**src/rtl/code_sequencer_if.sv**
```systemverilog
// Board-key / decoder-code bundle for code_sequencer.
//
// Handshake: code_upd qualifies code. code_upd is high for exactly one
// cycle, in the first cycle that code shows a new value. No pulse means no
// change. There is no ready/backpressure: the decoder is combinational and
// always accepts. mode is a live view of the sequencer state.
interface code_sequencer_if;
    logic       key_step;   // raw step button, active-low
    logic       key_mode;   // raw mode button, active-low
    logic [2:0] code;       // code[2]->in1, code[1]->in2, code[0]->in3
    logic       code_upd;   // one-cycle pulse on every code change
    logic [1:0] mode;       // current sequencer state

    // Drives the buttons and observes the code (board / testbench side).
    modport master (
        output key_step,
        output key_mode,
        input  code,
        input  code_upd,
        input  mode
    );

    // Sequencer side.
    modport slave (
        input  key_step,
        input  key_mode,
        output code,
        output code_upd,
        output mode
    );
endinterface

```
**src/rtl/code_sequencer.sv**
```systemverilog
// code_sequencer: debounces two push-buttons and produces the 3-bit code
// for the 3-to-8 one-hot decoder. Modes: manual step, auto count up,
// auto count down, and hold. The state is exported on bus.mode.
module code_sequencer #(
    parameter int DEB_MAX = 999_999,     // press accepted after DEB_MAX+1 stable-low cycles
    parameter int CNT_MAX = 24_999_999   // auto tick every CNT_MAX+1 cycles
) (
    input  logic               sys_clk,
    input  logic               sys_rst,
    code_sequencer_if.slave    bus
);

    localparam int DW = (DEB_MAX > 0) ? $clog2(DEB_MAX + 1) : 1;
    localparam int CW = (CNT_MAX > 0) ? $clog2(CNT_MAX + 1) : 1;
    localparam logic [DW-1:0] DEB_TOP = DW'(DEB_MAX);
    localparam logic [CW-1:0] CNT_TOP = CW'(CNT_MAX);

    typedef enum logic [1:0] {
        MANUAL    = 2'd0,
        AUTO_UP   = 2'd1,
        AUTO_DOWN = 2'd2,
        HOLD      = 2'd3
    } state_t;

    // Key index 0 is step and index 1 is mode.
    logic [1:0]         key_raw;
    logic [1:0]         sync1;
    logic [1:0]         sync2;
    logic [1:0][DW-1:0] deb_cnt;
    logic [1:0]         deb_sat;   // counter was already at DEB_TOP last cycle
    logic [1:0]         press;     // one-cycle accepted-press pulse

    state_t             state;
    logic [2:0]         code;
    logic               code_upd;
    logic [CW-1:0]      div;

    logic               step_p;
    logic               mode_p;
    logic               tick;

    assign key_raw = {bus.key_mode, bus.key_step};
    assign step_p  = press[0];
    assign mode_p  = press[1];
    // The divider only runs in the auto states, so the tick is gated here too.
    assign tick    = ((state == AUTO_UP) || (state == AUTO_DOWN)) && (div == CNT_TOP);

    assign bus.code     = code;
    assign bus.code_upd = code_upd;
    assign bus.mode     = state;

    // Synchronise and debounce both keys.
    // Each key gives one registered pulse, one cycle after its counter first saturates.
    always_ff @(posedge sys_clk or posedge sys_rst) begin
        if (sys_rst) begin
            sync1   <= 2'b11;
            sync2   <= 2'b11;
            deb_cnt <= '0;
            deb_sat <= 2'b00;
            press   <= 2'b00;
        end else begin
            sync1 <= key_raw;
            sync2 <= sync1;
            for (int i = 0; i < 2; i++) begin
                if (sync2[i]) begin
                    deb_cnt[i] <= '0;
                end else if (deb_cnt[i] != DEB_TOP) begin
                    deb_cnt[i] <= deb_cnt[i] + DW'(1);
                end
                deb_sat[i] <= (deb_cnt[i] == DEB_TOP);
                press[i]   <= (deb_cnt[i] == DEB_TOP) && !deb_sat[i];
            end
        end
    end

    // Mode FSM, code register and auto-step divider.
    // A mode press pre-empts any step press or tick in the same cycle.
    always_ff @(posedge sys_clk or posedge sys_rst) begin
        if (sys_rst) begin
            state    <= MANUAL;
            code     <= 3'd0;
            code_upd <= 1'b0;
            div      <= '0;
        end else begin
            code_upd <= 1'b0;
            if (mode_p) begin
                div <= '0;
                case (state)
                    MANUAL:    state <= AUTO_UP;
                    AUTO_UP:   state <= AUTO_DOWN;
                    AUTO_DOWN: state <= HOLD;
                    HOLD:      state <= MANUAL;
                    default:   state <= MANUAL;
                endcase
            end else begin
                case (state)
                    MANUAL: begin
                        div <= '0;
                        if (step_p) begin
                            code     <= code + 3'd1;
                            code_upd <= 1'b1;
                        end
                    end
                    AUTO_UP, AUTO_DOWN: begin
                        if (step_p) begin
                            // Restart from zero; a restart at zero is not a change.
                            div <= '0;
                            if (code != 3'd0) begin
                                code     <= 3'd0;
                                code_upd <= 1'b1;
                            end
                        end else if (tick) begin
                            div      <= '0;
                            code     <= (state == AUTO_UP) ? code + 3'd1 : code - 3'd1;
                            code_upd <= 1'b1;
                        end else begin
                            div <= div + CW'(1);
                        end
                    end
                    HOLD: begin
                        div <= '0;
                    end
                    default: begin
                        div <= '0;
                    end
                endcase
            end
        end
    end

endmodule

```
**src/flat_wrapper.sv**
```systemverilog
// flat-port wrapper written by rule: the top's interface ports become plain ports
module code_sequencer_flat 
#(
    parameter int DEB_MAX = 999_999,                                                        
    parameter int CNT_MAX = 24_999_999                                      
)
  (sys_clk, sys_rst, bus_key_step, bus_key_mode, bus_code, bus_code_upd, bus_mode);
  code_sequencer_if bus_i ();
  input  logic sys_clk;
  input  logic sys_rst;
  input wire logic [$bits(bus_i.key_step)-1:0] bus_key_step;
  input wire logic [$bits(bus_i.key_mode)-1:0] bus_key_mode;
  output wire logic [$bits(bus_i.code)-1:0] bus_code;
  output wire logic [$bits(bus_i.code_upd)-1:0] bus_code_upd;
  output wire logic [$bits(bus_i.mode)-1:0] bus_mode;
  assign bus_i.key_step = bus_key_step;
  assign bus_i.key_mode = bus_key_mode;
  assign bus_code = bus_i.code;
  assign bus_code_upd = bus_i.code_upd;
  assign bus_mode = bus_i.mode;
  code_sequencer #(.DEB_MAX(DEB_MAX), .CNT_MAX(CNT_MAX)) u_core (.sys_clk(sys_clk), .sys_rst(sys_rst), .bus(bus_i));
endmodule
```
**config.mk**
```make
export PLATFORM = sky130hd
export DESIGN_NAME = code_sequencer_flat
export DESIGN_NICKNAME = d
export VERILOG_FILES = /design/src/rtl/code_sequencer_if.sv /design/src/rtl/code_sequencer.sv /design/src/flat_wrapper.sv
export SDC_FILE = /design/constraint.sdc
export NUM_CORES = 1
export LEC_CHECK = 0
export BUFFER_PORTS_ARGS = -buffer_cell sky130_fd_sc_hd__buf_4
export CORE_AREA = 2 2 89 91
export CTS_BUF_LIST = sky130_fd_sc_hd__clkbuf_4 sky130_fd_sc_hd__clkbuf_8 sky130_fd_sc_hd__clkbuf_16
export CTS_CLUSTER_DIAMETER = 150
export CTS_CLUSTER_SIZE = 8
export DETAILED_ROUTE_END_ITERATION = 8
export DIE_AREA = 0 0 91 93
export MAX_ROUTING_LAYER = met4
export PLACE_DENSITY = 0.74
export SYNTH_ARGS = -nofsm -noshare
export SYNTH_HDL_FRONTEND = slang
export SYNTH_SLANG_ARGS = --single-unit
```
**constraint.sdc**
```tcl
create_clock -name sys_clk -period 2.7 [get_ports sys_clk]
set_input_delay 0.54 -clock sys_clk [delete_from_list [all_inputs] [get_ports sys_clk]]
set_output_delay 0.54 -clock sys_clk [all_outputs]
set_load 0.01 [all_outputs]
```
# Word-level counts from Yosys, hierarchy flattened
# Index checks and enable logic that the tools add are counted.
# totals
in_bits	4
output_inout_bits	6
wordCells	62
regBits	79
# op_classes
addsub	5
eq_ne	11
muxes	21
bitwise	1
reduce_logical	14
# op_table
cell	count
$mux W20	4
$mux W25	3
$pmux W25 S2	1
$add A20 B1 Y20 const B	2
$eq A20 B20 Y1 const B	2
$ne A20 B20 Y1 const B	2
$add A25 B1 Y25 const B	1
$eq A25 B25 Y1 const B	1
$mux W3	5
$pmux W2 S4	1
$pmux W3 S2	1
$reduce_bool A2 Y1	3
$mux W1	5
$reduce_and A5 Y1	1
$eq A2 B2 Y1 const B	2
$reduce_or A2 Y1	2
$add A3 B1 Y3 const B	1
$logic_and A1 B1 Y1	3
$ne A3 B1 Y1 const B	1
$ne A3 B3 Y1 const B	1
$reduce_bool A3 Y1	1
$sub A3 B1 Y3 const B	1
$eq A2 B1 Y1 const B	1
$logic_not A1 Y1	2
5 further kinds	5

# Longest topological paths before layout
# depth
depth_word	7
depth_mapped	7
ltp_nobuf	7

# Worst setup path after synthesis
# OpenSTA, ideal clock, no wires.
# synth_path
kind	reg2reg
startpoint	register u_core.state[0], in the netlist u_core.bus.mode[0]
endpoint	register u_core.div[6]
t_required_ns	2.631
path_stages_with_launch	8
path_buffers	2
path_slack_ns	0.968
period_less_slack_ns	1.732
t_arrival_ns	1.664
setup_ns	0.069
path_cell_list	dfrtp_1 > inv_1 > ha_1 > nand2b_1 > or3_1 > buf_6 > buf_12 > nor2_4
# synth_via
elab_chain_len	7
elab_cells_between_ends	12
classes_between	eq/ne (3); mux (4); reduce/logical (5)
# synth_lines
element	line	text
start: declaration	code_sequencer.sv:33	state_t state;
start signal: assignment	code_sequencer.sv:80	state <= MANUAL;
start signal: assignment	code_sequencer.sv:89	MANUAL: state <= AUTO_UP;
start signal: assignment	code_sequencer.sv:90	AUTO_UP: state <= AUTO_DOWN;
$eq A2 B1 Y1 / $eq A2 B2 Y1 (equally long branches)	code_sequencer.sv:46, code_sequencer.sv:96	
$logic_or A1 B1 Y1	code_sequencer.sv:46	assign tick = ((state == AUTO_UP) || (state == AUTO_DOWN)) && (div == CNT_TOP);
$logic_and A1 B1 Y1	code_sequencer.sv:46	
$mux W25	code_sequencer.sv:112	end else if (tick) begin
$mux W25	code_sequencer.sv:105	if (step_p) begin
$pmux W25 S2 (*)	code_sequencer.sv:96	case (state)
$mux W25 (*)	code_sequencer.sv:86	if (mode_p) begin
end signal: assignment	code_sequencer.sv:117	div <= div + CW'(1);
end: declaration	code_sequencer.sv:36	logic [CW-1:0] div;
# Every way passes the cells marked *; elsewhere a longest branch is shown, timed or not.
# A chain may end at the register's enable or synchronous reset.

# Worst setup path after layout
# layout_path
startpoint	register u_core.div[17]
endpoint	register u_core.div[4]
# layout_via
elab_chain_len	6
# layout_lines
element	line
$eq A25 B25 Y1	code_sequencer.sv:46
$logic_and A1 B1 Y1	code_sequencer.sv:46
$mux W25	code_sequencer.sv:112
$mux W25	code_sequencer.sv:105
$pmux W25 S2	code_sequencer.sv:96
$mux W25	code_sequencer.sv:86
# Every way passes these cells.

==> flow_summary.json <==
{
  "first_iter_violations": 199,
  "final_layout_size_suffix_gt1_share_pct": 15.0,
  "routedWlPerCell_um": 14.0,
  "cts_bufs_inserted": 9,
  "max_cap_viol_count": 0,
  "clock-root-buffer": "sky130_fd_sc_hd__clkbuf_8",
  "status": "finished clean",
  "relSlewSlack_pct": 37.6,
  "worstPathRequired_ps": 2900,
  "cp_slowest_stage_delay_ps": 480,
  "arrival_ps": 2270,
  "async_reset_ff_share_pct": 100,
  "synth_top_flop_cell": "sky130_fd_sc_hd__dfrtp_1",
  "drt-total-wl_mm": 7.24,
  "initial_core_util_pct": 54.7,
  "num-nets-final": 424,
  "critical_path_peak_fanout": 25,
  "clk-insertion-delay-late_ps": 350,
  "grt_start_max_net_pins": 57,
  "route.vias.total": 2826,
  "cp-startpoint": "u_core.div[17]",
  "timing.critical_path.from_type": "flop",
  "drt-vias-per-instance": 5.48,
  "share_clk_of_total_power_pct": 46.4,
  "syn_inst": 401,
  "critical_path.slowest_cell": "sky130_fd_sc_hd__buf_4",
  "hold_path_startpoint": "bus_key_mode",
  "clk_pin_slew_ps": 80,
  "finalInstanceArea_sq_mm": 0.00450,
  "p_sw_uw": 468,
  "synth_cell_type_count": 46,
  "netlist_area_sq_mm": 0.00412,
  "die_width_um": 91,
  "rsz_0062_raised_after_global_routing": "false",
  "diodes": 0,
  "post-route-min-period_ps": 2070,
  "rows": 32,
  "share_of_the_cycle_needed_by_the_critical_path_after_routing_pct": 76.6,
  "slew_viol_final": 0,
  "cellInternalPower_uw": 1880,
  "crit_type": "flop to flop",
  "grt_util_all_layers_pct": 19.2,
  "routability_cong": 0.872,
  "dp_hpwl_mm": 4.81,
  "ios": 10,
  "place.port_buffers": 9,
  "synth_to_layout_area_growth_pct": 9.23,
  "hold_buffers_post_cts": 0,
  "synth_edf_count": 0,
  "area_of_the_core_sq_mm": 0.00753,
  "detailedRoute.firstPassIterationCount": 4,
  "totalNegativeSetupSlack_ps": 0,
  "yosys_warnings": 0,
  "fp.dieH_um": 93,
  "critical-path-top-delay-family": "simple AND/OR/NAND/NOR gates",
  "switching_share_pct": 19.9,
  "final_cell_mix": "75 x sky130_fd_sc_hd__dfrtp_1, 51 x sky130_fd_sc_hd__nor2_1, 33 x sky130_fd_sc_hd__xor2_1, 26 x sky130_fd_sc_hd__nand3_1, 24 x sky130_fd_sc_hd__nand2_1",
  "worst_setup_path_end_kind": "flop",
  "tightest_slew_ps": 935,
  "synthesis.nets": 415,
  "sum_of_overflow_across_all_layers_after_global_routing": 0,
  "fillCellCount": 650,
  "fin_skew_ps": 17.2,
  "power_frac_comb_pct": 1.9,
  "cp_num_buf_inv": 1,
  "numClockSinks": 79,
  "yosysSeqAreaShare_pct": 48.1,
  "detail-route-antenna-nets": 0,
  "worst_ir_drop_vdd_mv": 0.304,
  "cts_tree": "done",
  "placed_area_sq_mm": 0.00425,
  "grt_first_pass_wirelength_mm": 12.7,
  "cts_htree_levels": 3,
  "mostFrequentLayoutCell": "sky130_fd_sc_hd__dfrtp_1",
  "power.density_mw_per_mm2": 522,
  "cts.repair.resized": 0,
  "post_cts.repair.setup_buffers": 0,
  "post_detailed_route_drc_marker_count": 0,
  "grt_pass1_vias": 2783,
  "sequentialPowerShare_pct": 51.7,
  "number_of_antenna_violations_at_the_first_check_in_global_routing": 0,
  "syn_avg_cell_area_sq_um": 10.3,
  "type_of_the_most_critical_hold_path": "input pin to flop",
  "timing.critical_path.cells": "nor4_2 > nand4_2 > nor3_4 > or3_2 > buf_4 > nor2_1",
  "fmaxAchievable_mhz": 484,
  "regToRegStartpoint": "u_core.div[17]",
  "setup_viol_count_final": 0,
  "die_footprint_sq_mm": 0.00846,
  "timing_hold_violations_final": 0,
  "ys_ff_latch": 79,
  "static-leakage-power_uw": 0.00182,
  "cts_buffer_depth": 2
}
==> logic make-up (layout without fill, tap and decap cells) <==
group / count (synthesis) / count (layout) / synth area share, %
muxes: 5 / 5 / 1.25
AOI/OAI and AO/OA: 33 / 33 / 4.95
and+or+nand+nor: 199 / 199 / 28.8
buffers and inverters: 26 / 39 / 3.46
DFF: 79 / 79 / 48.1
xor gates and xnor gates: 49 / 49 / 10.4
adders and majority gates: 10 / 10 / 3.04
==> flip-flops by register name, indices dropped and copies added (netlist names) <==
signal / cells
u_core.deb_sat: 2
u_core.press: 2
u_core.sync2: 2
u_core.bus.mode: 2
u_core.deb_cnt: 40
u_core.bus.code_upd: 1
u_core.bus.code: 3
u_core.sync1: 2
u_core.div: 25
==> worst reg2reg max path, delay by kind of cell (launching register included) <==
| kind | cells | cell delay, ps |
|---|---|---|
| flip-flops | 1 | 450 |
| buffers and inverters | 1 | 480 |
| AND/OR/NAND/NOR | 5 | 1010 |
==> power by group through the flow <==
stage	Combinational, uW	Clock [uW]	Sequential [uW]
floorplan	38.6	0	1230
global placement	46.4	0	1240
detailed placement	48.4	0	1240
CTS	48.7	1110	1210
global route	55.7	1160	1220
finish	45.4	1090	1210
==> worst paths after layout <==
kind                                           end  cells after the start  slack [ps]
worst max-delay path                 u_core.div[4]                      6         630
worst min-delay path               u_core.sync1[1]                      1         300
worst max register to register       u_core.div[4]                      6         630
worst min register to register     u_core.sync2[0]                      0         360
max in group asynchronous            u_core.div[1]                      3        1690
min in group asynchronous       u_core.deb_cnt[28]                      2         370
==> final cells by class <==
| class | count | area [sq um] | share of cell area, % |
|---|---|---|---|
| tap | 102 | 128 | 2.84 |
| sequential | 79 | 1980 | 44.0 |
| clock buffer | 12 | 159 | 3.53 |
| inverter | 13 | 50.0 | 1.11 |
| timing repair buffer | 11 | 95.1 | 2.11 |
| clock inverter | 3 | 90.1 | 2.00 |
| multi-input combinational | 296 | 2000 | 44.4 |
==> Yosys cell counts, types with 5 or more instances <==
master | count | area share [%]
sky130_fd_sc_hd__and4_1 | 6 | 1.3
sky130_fd_sc_hd__and3_1 | 5 | 0.76
sky130_fd_sc_hd__nor3_1 | 12 | 1.5
sky130_fd_sc_hd__nand4_1 | 17 | 2.6
sky130_fd_sc_hd__nor2b_1 | 5 | 0.76
sky130_fd_sc_hd__nand3_1 | 26 | 3.2
sky130_fd_sc_hd__nor4b_1 | 5 | 1.1
sky130_fd_sc_hd__or3_1 | 8 | 1.2
sky130_fd_sc_hd__nor2_4 | 19 | 5.2
sky130_fd_sc_hd__ha_1 | 10 | 3.0
sky130_fd_sc_hd__nand2_1 | 24 | 2.2
sky130_fd_sc_hd__xor2_1 | 33 | 7.0
sky130_fd_sc_hd__clkbuf_1 | 6 | 0.55
sky130_fd_sc_hd__xnor2_1 | 16 | 3.4
sky130_fd_sc_hd__nor2_1 | 51 | 4.6
sky130_fd_sc_hd__dfrtp_1 | 75 | 46
sky130_fd_sc_hd__a21oi_1 | 8 | 0.97
sky130_fd_sc_hd__inv_1 | 13 | 1.2
sky130_fd_sc_hd__o21ai_0 | 13 | 1.6
==> metrics by stage <==
stage | power, uW | hold WS, ps | instances | setup slack (ps) | util (%)
finish | 2350 | 302 | 516 | 632 | 59.8
global route | 2430 | 292 | 516 | 462 | 59.8
CTS | 2370 | 293 | 516 | 606 | 59.8
detailed placement | 1290 | 348 | 501 | 633 | 56.5
global placement | 1280 | 346 | 501 | 720 | 56.5
floorplan | 1260 | 345 | 401 | 143 | -
==> layer usage <==
| layer | global-route usage, % | wire (um) |
|---|---|---|
| met1 | 25.8 | 3450 |
| met2 | 29.4 | 3390 |
| met3 | 3.38 | 248 |
| met4 | 7.20 | 147 |
| met5 | - | 0 |
No activity file was read; power rests on OpenSTA's default activity.
